==> src/rtl/axi_wr_slave_mo.sv <==
// rtl/axi_wr_slave_mo.sv - AXI4 write slave with queued bursts and a registered sink stage
// Beats are address-stepped per burst type and handed to the sink; B responses return in AW order.
module axi_wr_slave_mo #(
  parameter int ID_W     = 8,
  parameter int ADDR_W   = 11,
  parameter int DATA_W   = 64,
  parameter int REGION_W = 2,
  parameter int AW_DEPTH = 4
) (
  input  logic                clk,
  input  logic                rst,
  input  logic [ID_W-1:0]     AWID,
  input  logic [ADDR_W-1:0]   AWADDR,
  input  logic [7:0]          AWLEN,
  input  logic [2:0]          AWSIZE,
  input  logic [1:0]          AWBURST,
  input  logic [3:0]          AWREGION,
  input  logic                AWVALID,
  output logic                AWREADY,
  input  logic [DATA_W-1:0]   WDATA,
  input  logic [DATA_W/8-1:0] WSTRB,
  input  logic                WLAST,
  input  logic                WVALID,
  output logic                WREADY,
  output logic [ID_W-1:0]     BID,
  output logic [1:0]          BRESP,
  output logic                BVALID,
  input  logic                BREADY,
  output logic                wr_vld,
  output logic [ADDR_W-1:0]   wr_addr,
  output logic [DATA_W-1:0]   wr_data,
  output logic [DATA_W/8-1:0] wr_strb,
  output logic [REGION_W-1:0] wr_region,
  output logic                wr_last,
  input  logic                wr_ready,
  input  logic                wr_err
);
  localparam int NB = DATA_W / 8;
  localparam int PW = $clog2(AW_DEPTH);
  localparam logic [2:0] MAX_SIZE = 3'($clog2(NB));

  typedef struct packed {
    logic [ID_W-1:0]     id;
    logic [ADDR_W-1:0]   addr;
    logic [7:0]          len;
    logic [2:0]          size;
    logic [1:0]          burst;
    logic [REGION_W-1:0] region;
  } aw_t;

  typedef struct packed {
    logic [ID_W-1:0] id;
    logic [1:0]      resp;
  } b_t;

  typedef enum logic {IDLE, ACTIVE} state_t;

  state_t              state_q, state_d;
  aw_t                 aw_mem_q [AW_DEPTH];
  aw_t                 aw_mem_d [AW_DEPTH];
  b_t                  b_mem_q [AW_DEPTH];
  b_t                  b_mem_d [AW_DEPTH];
  logic [PW-1:0]       aw_wp_q, aw_wp_d, aw_rp_q, aw_rp_d, b_wp_q, b_wp_d, b_rp_q, b_rp_d;
  logic [PW:0]         aw_cnt_q, aw_cnt_d, b_cnt_q, b_cnt_d, credit_q, credit_d;
  logic [ID_W-1:0]     id_q, id_d, wr_id_q, wr_id_d;
  logic [ADDR_W-1:0]   addr_q, addr_d, wr_addr_q, wr_addr_d;
  logic [7:0]          len_q, len_d, beat_cnt_q, beat_cnt_d;
  logic [2:0]          size_q, size_d;
  logic [1:0]          burst_q, burst_d;
  logic [REGION_W-1:0] region_q, region_d, wr_region_q, wr_region_d;
  logic                err_q, err_d, wr_berr_q, wr_berr_d;
  logic                wr_vld_q, wr_vld_d, wr_last_q, wr_last_d;
  logic [DATA_W-1:0]   wr_data_q, wr_data_d;
  logic [NB-1:0]       wr_strb_q, wr_strb_d;

  aw_t                 aw_head;
  b_t                  b_head;
  logic                aw_full, aw_push, aw_pop, w_hs, sink_hs, b_push, b_pop;
  logic                mismatch, err_now, aw_err, wrap_len_ok, region_unused;
  logic [ADDR_W-1:0]   head_sz, sz, incr_addr, wrap_mask, wrap_addr, next_addr;

  // Upper AWREGION bits are intentionally dropped; only REGION_W bits reach the sink.
  assign region_unused = ^AWREGION;

  assign aw_head = aw_mem_q[aw_rp_q];
  assign b_head  = b_mem_q[b_rp_q];
  assign aw_full = aw_cnt_q == (PW+1)'(AW_DEPTH);
  assign AWREADY = ~aw_full & ~rst;
  assign aw_push = AWVALID & AWREADY;
  assign aw_pop  = (state_q == IDLE) & (aw_cnt_q != '0) & (credit_q != '0);
  assign WREADY  = (state_q == ACTIVE) & (~wr_vld_q | wr_ready) & ~rst;
  assign w_hs    = WVALID & WREADY;
  assign sink_hs = wr_vld_q & wr_ready;
  assign b_push  = sink_hs & wr_last_q;
  assign BVALID  = b_cnt_q != '0;
  assign b_pop   = BVALID & BREADY;
  assign BID     = BVALID ? b_head.id : '0;
  assign BRESP   = BVALID ? b_head.resp : 2'b00;

  assign wr_vld    = wr_vld_q;
  assign wr_addr   = wr_addr_q;
  assign wr_data   = wr_data_q;
  assign wr_strb   = wr_strb_q;
  assign wr_region = wr_region_q;
  assign wr_last   = wr_last_q;

  assign head_sz     = ADDR_W'(1) << aw_head.size;
  assign wrap_len_ok = aw_head.len inside {8'd1, 8'd3, 8'd7, 8'd15};
  assign aw_err = (aw_head.burst == 2'b11) | (aw_head.size > MAX_SIZE) |
                  ((aw_head.burst == 2'b10) & ~wrap_len_ok) |
                  ((aw_head.burst == 2'b10) & ((aw_head.addr & (head_sz - ADDR_W'(1))) != '0));

  // WRAP keeps the bits above the window and steps only inside it.
  assign sz        = ADDR_W'(1) << size_q;
  assign incr_addr = (addr_q & ~(sz - ADDR_W'(1))) + sz;
  assign wrap_mask = ((ADDR_W'(len_q) + ADDR_W'(1)) << size_q) - ADDR_W'(1);
  assign wrap_addr = (addr_q & ~wrap_mask) | ((addr_q + sz) & wrap_mask);
  assign next_addr = (burst_q == 2'b00) ? addr_q : (burst_q == 2'b10) ? wrap_addr : incr_addr;

  // A sink error on a non-last beat belongs to the burst still being received.
  assign mismatch = WLAST != (beat_cnt_q == 8'd0);
  assign err_now  = err_q | (sink_hs & ~wr_last_q & wr_err) | (w_hs & mismatch);

  always_comb begin
    state_d     = state_q;
    aw_mem_d    = aw_mem_q;
    b_mem_d     = b_mem_q;
    aw_wp_d     = aw_wp_q;
    aw_rp_d     = aw_rp_q;
    aw_cnt_d    = aw_cnt_q;
    b_wp_d      = b_wp_q;
    b_rp_d      = b_rp_q;
    b_cnt_d     = b_cnt_q;
    credit_d    = credit_q;
    id_d        = id_q;
    addr_d      = addr_q;
    len_d       = len_q;
    size_d      = size_q;
    burst_d     = burst_q;
    region_d    = region_q;
    beat_cnt_d  = beat_cnt_q;
    err_d       = err_q;
    wr_vld_d    = wr_vld_q;
    wr_addr_d   = wr_addr_q;
    wr_data_d   = wr_data_q;
    wr_strb_d   = wr_strb_q;
    wr_region_d = wr_region_q;
    wr_last_d   = wr_last_q;
    wr_id_d     = wr_id_q;
    wr_berr_d   = wr_berr_q;

    if (aw_push) begin
      aw_mem_d[aw_wp_q] = '{AWID, AWADDR, AWLEN, AWSIZE, AWBURST, AWREGION[REGION_W-1:0]};
      aw_wp_d = aw_wp_q + PW'(1);
    end
    if (aw_pop) aw_rp_d = aw_rp_q + PW'(1);
    case ({aw_push, aw_pop})
      2'b10:   aw_cnt_d = aw_cnt_q + (PW+1)'(1);
      2'b01:   aw_cnt_d = aw_cnt_q - (PW+1)'(1);
      default: aw_cnt_d = aw_cnt_q;
    endcase

    case (state_q)
      IDLE: begin
        if (aw_pop) begin
          state_d    = ACTIVE;
          id_d       = aw_head.id;
          addr_d     = aw_head.addr;
          len_d      = aw_head.len;
          size_d     = aw_head.size;
          burst_d    = (aw_head.burst == 2'b11) ? 2'b01 : aw_head.burst;
          region_d   = aw_head.region;
          beat_cnt_d = aw_head.len;
          err_d      = aw_err;
        end
      end
      ACTIVE: begin
        err_d = err_now;
        if (w_hs) begin
          addr_d = next_addr;
          if (beat_cnt_q == 8'd0) state_d = IDLE;
          else beat_cnt_d = beat_cnt_q - 8'd1;
        end
      end
      default: state_d = IDLE;
    endcase

    if (w_hs) begin
      wr_vld_d    = 1'b1;
      wr_addr_d   = addr_q;
      wr_data_d   = WDATA;
      wr_strb_d   = err_now ? '0 : WSTRB;
      wr_region_d = region_q;
      wr_last_d   = beat_cnt_q == 8'd0;
      wr_id_d     = id_q;
      wr_berr_d   = err_now;
    end else if (sink_hs) begin
      wr_vld_d = 1'b0;
    end

    if (b_push) begin
      b_mem_d[b_wp_q] = '{wr_id_q, (wr_berr_q | wr_err) ? 2'b10 : 2'b00};
      b_wp_d = b_wp_q + PW'(1);
    end
    if (b_pop) b_rp_d = b_rp_q + PW'(1);
    case ({b_push, b_pop})
      2'b10:   b_cnt_d = b_cnt_q + (PW+1)'(1);
      2'b01:   b_cnt_d = b_cnt_q - (PW+1)'(1);
      default: b_cnt_d = b_cnt_q;
    endcase

    case ({aw_pop, b_pop})
      2'b10:   credit_d = credit_q - (PW+1)'(1);
      2'b01:   credit_d = credit_q + (PW+1)'(1);
      default: credit_d = credit_q;
    endcase
  end

  always_ff @(posedge clk) begin
    aw_mem_q    <= aw_mem_d;
    b_mem_q     <= b_mem_d;
    id_q        <= id_d;
    addr_q      <= addr_d;
    len_q       <= len_d;
    size_q      <= size_d;
    burst_q     <= burst_d;
    region_q    <= region_d;
    beat_cnt_q  <= beat_cnt_d;
    err_q       <= err_d;
    wr_addr_q   <= wr_addr_d;
    wr_data_q   <= wr_data_d;
    wr_strb_q   <= wr_strb_d;
    wr_region_q <= wr_region_d;
    wr_id_q     <= wr_id_d;
    wr_berr_q   <= wr_berr_d;
    if (rst) begin
      state_q   <= IDLE;
      aw_wp_q   <= '0;
      aw_rp_q   <= '0;
      aw_cnt_q  <= '0;
      b_wp_q    <= '0;
      b_rp_q    <= '0;
      b_cnt_q   <= '0;
      credit_q  <= (PW+1)'(AW_DEPTH);
      wr_vld_q  <= 1'b0;
      wr_last_q <= 1'b0;
    end else begin
      state_q   <= state_d;
      aw_wp_q   <= aw_wp_d;
      aw_rp_q   <= aw_rp_d;
      aw_cnt_q  <= aw_cnt_d;
      b_wp_q    <= b_wp_d;
      b_rp_q    <= b_rp_d;
      b_cnt_q   <= b_cnt_d;
      credit_q  <= credit_d;
      wr_vld_q  <= wr_vld_d;
      wr_last_q <= wr_last_d;
    end
  end
endmodule

==> config.mk <==
export PLATFORM = sky130hd
export DESIGN_NAME = axi_wr_slave_mo
export DESIGN_NICKNAME = d
export VERILOG_FILES = /design/src/rtl/axi_wr_slave_mo.sv
export SDC_FILE = /design/constraint.sdc
export NUM_CORES = 1
export LEC_CHECK = 0
export CORE_MARGIN = 4
export CORE_UTILIZATION = 57
export DETAILED_ROUTE_END_ITERATION = 6
export DONT_BUFFER_PORTS = 1
export GPL_TIMING_DRIVEN = 0
export PLACE_DENSITY = 0.79
export SYNTH_ARGS = -nofsm -noshare
export SYNTH_HDL_FRONTEND = slang
export SYNTH_SLANG_ARGS = --single-unit
export TNS_END_PERCENT = 30
==> constraint.sdc <==
create_clock -name clk -period 4.36 [get_ports clk]
set_input_delay 0.872 -clock clk [delete_from_list [all_inputs] [get_ports clk]]
set_output_delay 0.872 -clock clk [all_outputs]
set_load 0.005 [all_outputs]
Yosys cells after proc, flatten, opt, wreduce, memory -nomap -nowiden
Cells that the tools add are included. Widths: inputs -> output; s select.

Output and inout bits: 100. Register bits: 333. Word-level logic and storage cells: 192. Bits of input ports: 116.

Reduce and logical (&&, ||, !) cells: 16. Muxes and demuxes: 35. Equal/unequal tests: 19. Bitwise logic cells: 39. Shifts and indexed selects: 3. Add/sub/neg operators: 17. Magnitude comparators: 7.

Operators by type and width (number): $bwmux 136 (1); $mux 34 (3); $bmux 34 s2 (1); $demux 34 s2 (1); $and 11x11->11 (4); $mux 11 (4); $bwmux 40 (1); $sub 11x1->11 const B (3); $mux 8 (4); $mux 10 (3); $add 11x11->11 (2); $not 11->11 (2); $pmux 11 s2 (1); $shl 1x3->11 const A (2); $bmux 10 s2 (1); $demux 10 s2 (1); $pmux 3 s2 (3); $pmux 8 s2 (1); $and 1x1->1 (15); $eq 2x2->1 const B (6); $ge 3x3->1 const B (4); $not 2->3 (4); $or 11x11->11 (1); $reduce_bool 11->1 (1); other kinds (30) (67).

Longest topological paths before layout
Depth in word-level cells: 12. Gate-level depth with buffers: 16. Depth with buffers taken out: 14.

Least setup slack after synthesis
Ideal clock, no wire load.

Path kind: input-to-reg. From: input wr_ready. To: register wr_strb_q[0] (netlist: wr_strb[0]), data pin. Stages: 6. Arrival: 4.123 ns. Required time: 4.102 ns. Path slack: -0.021 ns. Library setup time: 0.258 ns. Path through: nand2b_1 -> nor3b_1 -> nand2_1 -> inv_1 -> a211oi_1 -> and2_1.

Word-level cells in the longest chain between the ends: 6. Elaborated cells between the ends (all ways): 10.

RTL lines: from (decl) (RTL line 35) `input logic wr_ready,`; $or 1x1->1 (RTL line 91) `assign WREADY = (state_q == ACTIVE) & (~wr_vld_q | wr_ready) & ~rst;`; $and 1x1->1 (2 in series) (RTL line 91); net WREADY (RTL line 24) `output logic WREADY,`; $and 1x1->1 (RTL line 92) `assign w_hs = WVALID & WREADY;`; net w_hs (RTL line 78) `logic aw_full, aw_push, aw_pop, w_hs, sink_hs, b_push, b_pop;`; $and 1x1->1 (RTL line 122) `assign err_now = err_q | (sink_hs & ~wr_last_q & wr_err) | (w_hs & mismatch);`; $or 1x1->1 (RTL line 122); to (signal assigned) (RTL line 232) `wr_strb_q <= wr_strb_d;`; to (decl) (RTL line 74) `logic [NB-1:0] wr_strb_q, wr_strb_d;`.

The timed path passes the listed nets, and every way through them passes these cells. A chain may end at the register's enable or synchronous reset.

==> impl_summary.txt <==
----------------------------------------------------
[GRT]
  Met3 layer usage reported by global route ... between 6 and 7%
  Number of antenna violations at the first check in global routing ... 1
  Via count of the first global-routing pass ... 7,656
  Residual overflow from global routing ... 0
  Pin count of the biggest net entering global routing ... between 40 and 50
  Routing layer with the top usage in global route ... met2
  Fraction of met1 tracks used by global routing ... 27.12%
  Met2 track demand over resource in global routing ... 36.26%
  Global-route wire length before repair ... ~44 mm
  All-layer global routing usage ... 21.09%

[STA]
  Largest clock skew in the final design ... around 0.013 ns
  Worst max-slew margin expressed relative to the limit ... roughly a quarter
  Setup-violating endpoint count in the final report ... 0
  Final worst-path cycle share ... 89.95%
  Min Tclk post-route ... 3.922 ns
  Setup repair after global routing missed its margin ... false
  Final hold violation count ... 0
  Worst-margin pin slew ... 1.093 ns
  Min setup slack post-route ... roughly 0.44 ns
  Final count of pins violating max slew ... 0
  Highest clock frequency the design can meet ... 0.2550 GHz

[Layout]
  Number of antenna repair diodes ... 0
  Final Instance Area ... 0.01544 mm2
  Area of combinational cells with multiple inputs ... 0.003966 mm2
  Most frequent cells in the layout ... 309 x edfxtp_1, 55 x nand2_1, 50 x nor2_1, 44 x mux4_2, 37 x a21oi_1
  Final layout net count ... 1,065
  Synthesis-to-finish area growth ... 10.69%
  Number of non-filler instances in the completed layout ... 1,261
  Most common library cell in the layout ignoring fill and taps ... edfxtp_1
  Fraction of final layout cells with drive strength greater than 1 ... 13.69%
  Filler cell count ... 1,582
  Sequential Area ... 0.009679 mm2

[Logic synthesis]
  Async set-or-reset flop fraction in the synthesized netlist ... 0%
  Cell type with the largest total area after synthesis ... edfxtp_1
  Synth Register Bits ... 329
  Post-synthesis instance area ... 0.01395 mm2
  Synth warnings ... 0
  Number of standard cells after synthesis ... 883
  Syn Nets ... around 1,000
  Top area cells in the synthesized netlist ... edfxtp_1 67%, mux4_2 7.1%, dfxtp_1 2.9%
  Commonest register cell after synthesis ... edfxtp_1
  Distinct cell type count after synthesis ... 79
  Synth top area share ... 66.54%
  Portion of the post-synthesis area used by sequential elements ... 69.41%
  Avg Synthesized Cell Area ... 15.79 um2
  Number of enable-type register cells in the synthesized netlist ... 309

[Power]
  VDD IR-drop max ... roughly 0.40 mV
  LEAKAGE ... 5.108 nW
  Power per unit of standard cell area ... 671.1 mW/mm2

[Route]
  Total iterations of the first detailed-routing run ... 5
  Iter 0 DRT Violations ... 784
  Count of vias placed by the detailed router ... 7,657
  DRC errors left ... 0
  Routed wire length ... 28.63 mm
  Per-cell via count in the routed design ... 6.072
  Wire length per cell after detailed routing ... about 23 um
  Residual antenna-violating net count after detailed routing ... 0

[Floorplan]
  Die Footprint ... approximately 0.027 mm2
  Num rows ... 56
  CORE AREA ... 0.02375 mm2
  I/O pin count ... between 200 and 250
  Vertical extent of the die ... ~160 um
  Die W ... 164.4 um
  Initial cell density of the core ... approximately 60%

[Clocking]
  Clock network latency to the later pin of the worst-skew pair ... 0.56 ns
  # Post-CTS Setup Buffers ... 0
  Post-CTS Hold Fix Bufs ... 0
  CTS Buf Count ... 31
  CTS sink cnt ... around 330
  Maximum level of the CTS H-tree ... 1
  Clock Tree Root ... clkbuf_16
  CTS clk-pin slew, worst paths ... roughly 0.060 ns
  Buffer depth of the longest clock path ... 3
  CTS tree ... done

[Job]
  Max-cap viol count ... 0

[Setup path]
  Required time of the critical path ... around 4.7 ns
  R2r setup slk ... 0.44 ns
  CP peak stage delay ... around 0.45 ns
  Cells traversed along the worst timing path ... buf_2 -> buf_2 -> nor2_2 -> nand2_1 -> inv_1 -> ha_1 -> inv_1 -> fa_1 -> nor2b_1 -> o21ai_0 -> a21boi_0 -> o21a_1 -> o41ai_1 -> o211a_1 -> nor2_1 -> o221ai_1
  Worst setup SP type ... flip-flop
  Buffer and inverter count on the worst path ... 4
  Kind of capture point of the worst setup path ... flip-flop
  Worst setup path class ... flip-flop to flip-flop
  Crit-path max FO ... 10
  Worst Path Arrival ... 4.21 ns
  CP max stage cell ... edfxtp_1
  Kind of cell with the highest combined delay on the critical path ... compound AO/OA/AOI/OAI gates

[Place]
  GP Congestion ... just under 0.9
  DP HPWL ... 19.79 mm
  Total placed instance area ... 0.01439 mm2
  Number of port buffers ... 0
  Count of placed standard cells including taps ... about 1,200
  Pre-CTS WS ... around 0.38 ns

[Outcome]
  Result of the run ... finished clean

[Hold path]
  Class of the worst hold path ... primary input to flip-flop

----------------------------------------------------
[layer usage]
layer,share of wire [%],wire length (um)
met4,1.6,465
met5,0,0
met2,50,14450
met3,10,2912
met1,38,10800
[worst reg2reg max path, cell delays in order (launching register included)]
cell	delay, ns
edfxtp_1	0.45
buf_2	0.21
buf_2	0.20
nor2_2	0.31
nand2_1	0.18
inv_1	0.11
ha_1	0.25
inv_1	0.11
fa_1	0.38
nor2b_1	0.22
o21ai_0	0.13
a21boi_0	0.28
o21a_1	0.18
o41ai_1	0.13
o211a_1	0.25
nor2_1	0.12
o221ai_1	0.12
[repair_timing]
action                     4_1_cts  5_1_grt
hold endpoints to repair         0        0
gates resized for setup          0        1
setup endpoints to repair        0        1
[synth_stat cells, types with 3 or more instances]
master	n
a21oi_1	37
nor2b_1	8
mux2i_1	5
or3_1	6
and2_1	25
a21o_1	4
mux4_2	44
xor2_1	27
buf_2	9
nand2b_1	5
and4_4	3
a31oi_1	4
nor3b_1	3
ha_1	27
o22ai_1	3
buf_1	3
nor4_1	7
nand2_1	55
inv_1	34
a211oi_1	6
fa_1	4
o21ai_0	31
nor3_1	12
nand3_1	9
a2111oi_0	4
or2_2	3
dfxtp_1	20
clkbuf_1	19
nor2_1	51
buf_4	5
xnor2_1	26
o221ai_1	5
and3_1	7
a22oi_1	3
edfxtp_1	309
nand4_1	3
[sequential cells by signal (all words and copies together), names as in the netlist, 8 cells and up, named ones only]
signal / flops
aw_mem_q: 136
wr_data: 64
b_mem_q: 36
wr_addr: 11
beat_cnt_q: 8
id_q: 8
len_q: 8
wr_id_q: 8
wr_strb: 8
[final cells by class]
type | instances | area share [%]
Buffer | 37 | 1.143
Clock inverter | 12 | 1.305
Clock buffer | 45 | 5.431
Sequential cell | 329 | 62.71
Tap cell | 319 | 2.586
Multi-Input combinational cell | 482 | 25.69
Timing Repair Buffer | 2 | 0.2594
Inverter | 35 | 0.8754
[through the flow]
stage | power, mW | util, % | TNS, ns | hold slack, ns
2_1_floorplan | 6.789 | - | 0 | 0.4003
3_3_place_gp | 7.536 | 60.41 | -5.149 | 0.4040
3_5_place_dp | 7.609 | 60.60 | 0 | 0.4173
4_1_cts | 10.36 | 64.98 | 0 | 0.3774
5_1_grt | 10.91 | 64.99 | 0 | 0.3714
6_report | 10.36 | 64.99 | 0 | 0.3995
[path summary, 6_finish.rpt]
path	to	from	depth (start not counted)
max	flip-flop	size_q[1]$_DFFE_PP_	16
min	wr_data[56]$_DFFE_PP_	WDATA[56]	0
max reg2reg	flip-flop	size_q[1]$_DFFE_PP_	16
min reg2reg	wr_region[1]$_DFFE_PP_	region_q[1]$_DFFE_PP_	0
[where the power goes]
part / total, mW / switching (mW) / internal (mW) / leakage (nW)
Clock: 2.72 / 1.08 / 1.63 / 0.504
Sequential: 4.37 / 0.312 / 4.06 / 2.98
Combinational: 3.27 / 2.01 / 1.26 / 1.63
[logic make-up after synthesis]
logic type,count (synthesis),synth area share [%]
other cells,1,0.02689
xor+xnor,53,3.329
fa+ha+maj,31,2.997
compound gates,128,6.074
buf+inv,72,2.207
flops,329,69.41
simple gates,216,8.128
mux,53,7.832
Power figures use the tool's default switching activity.
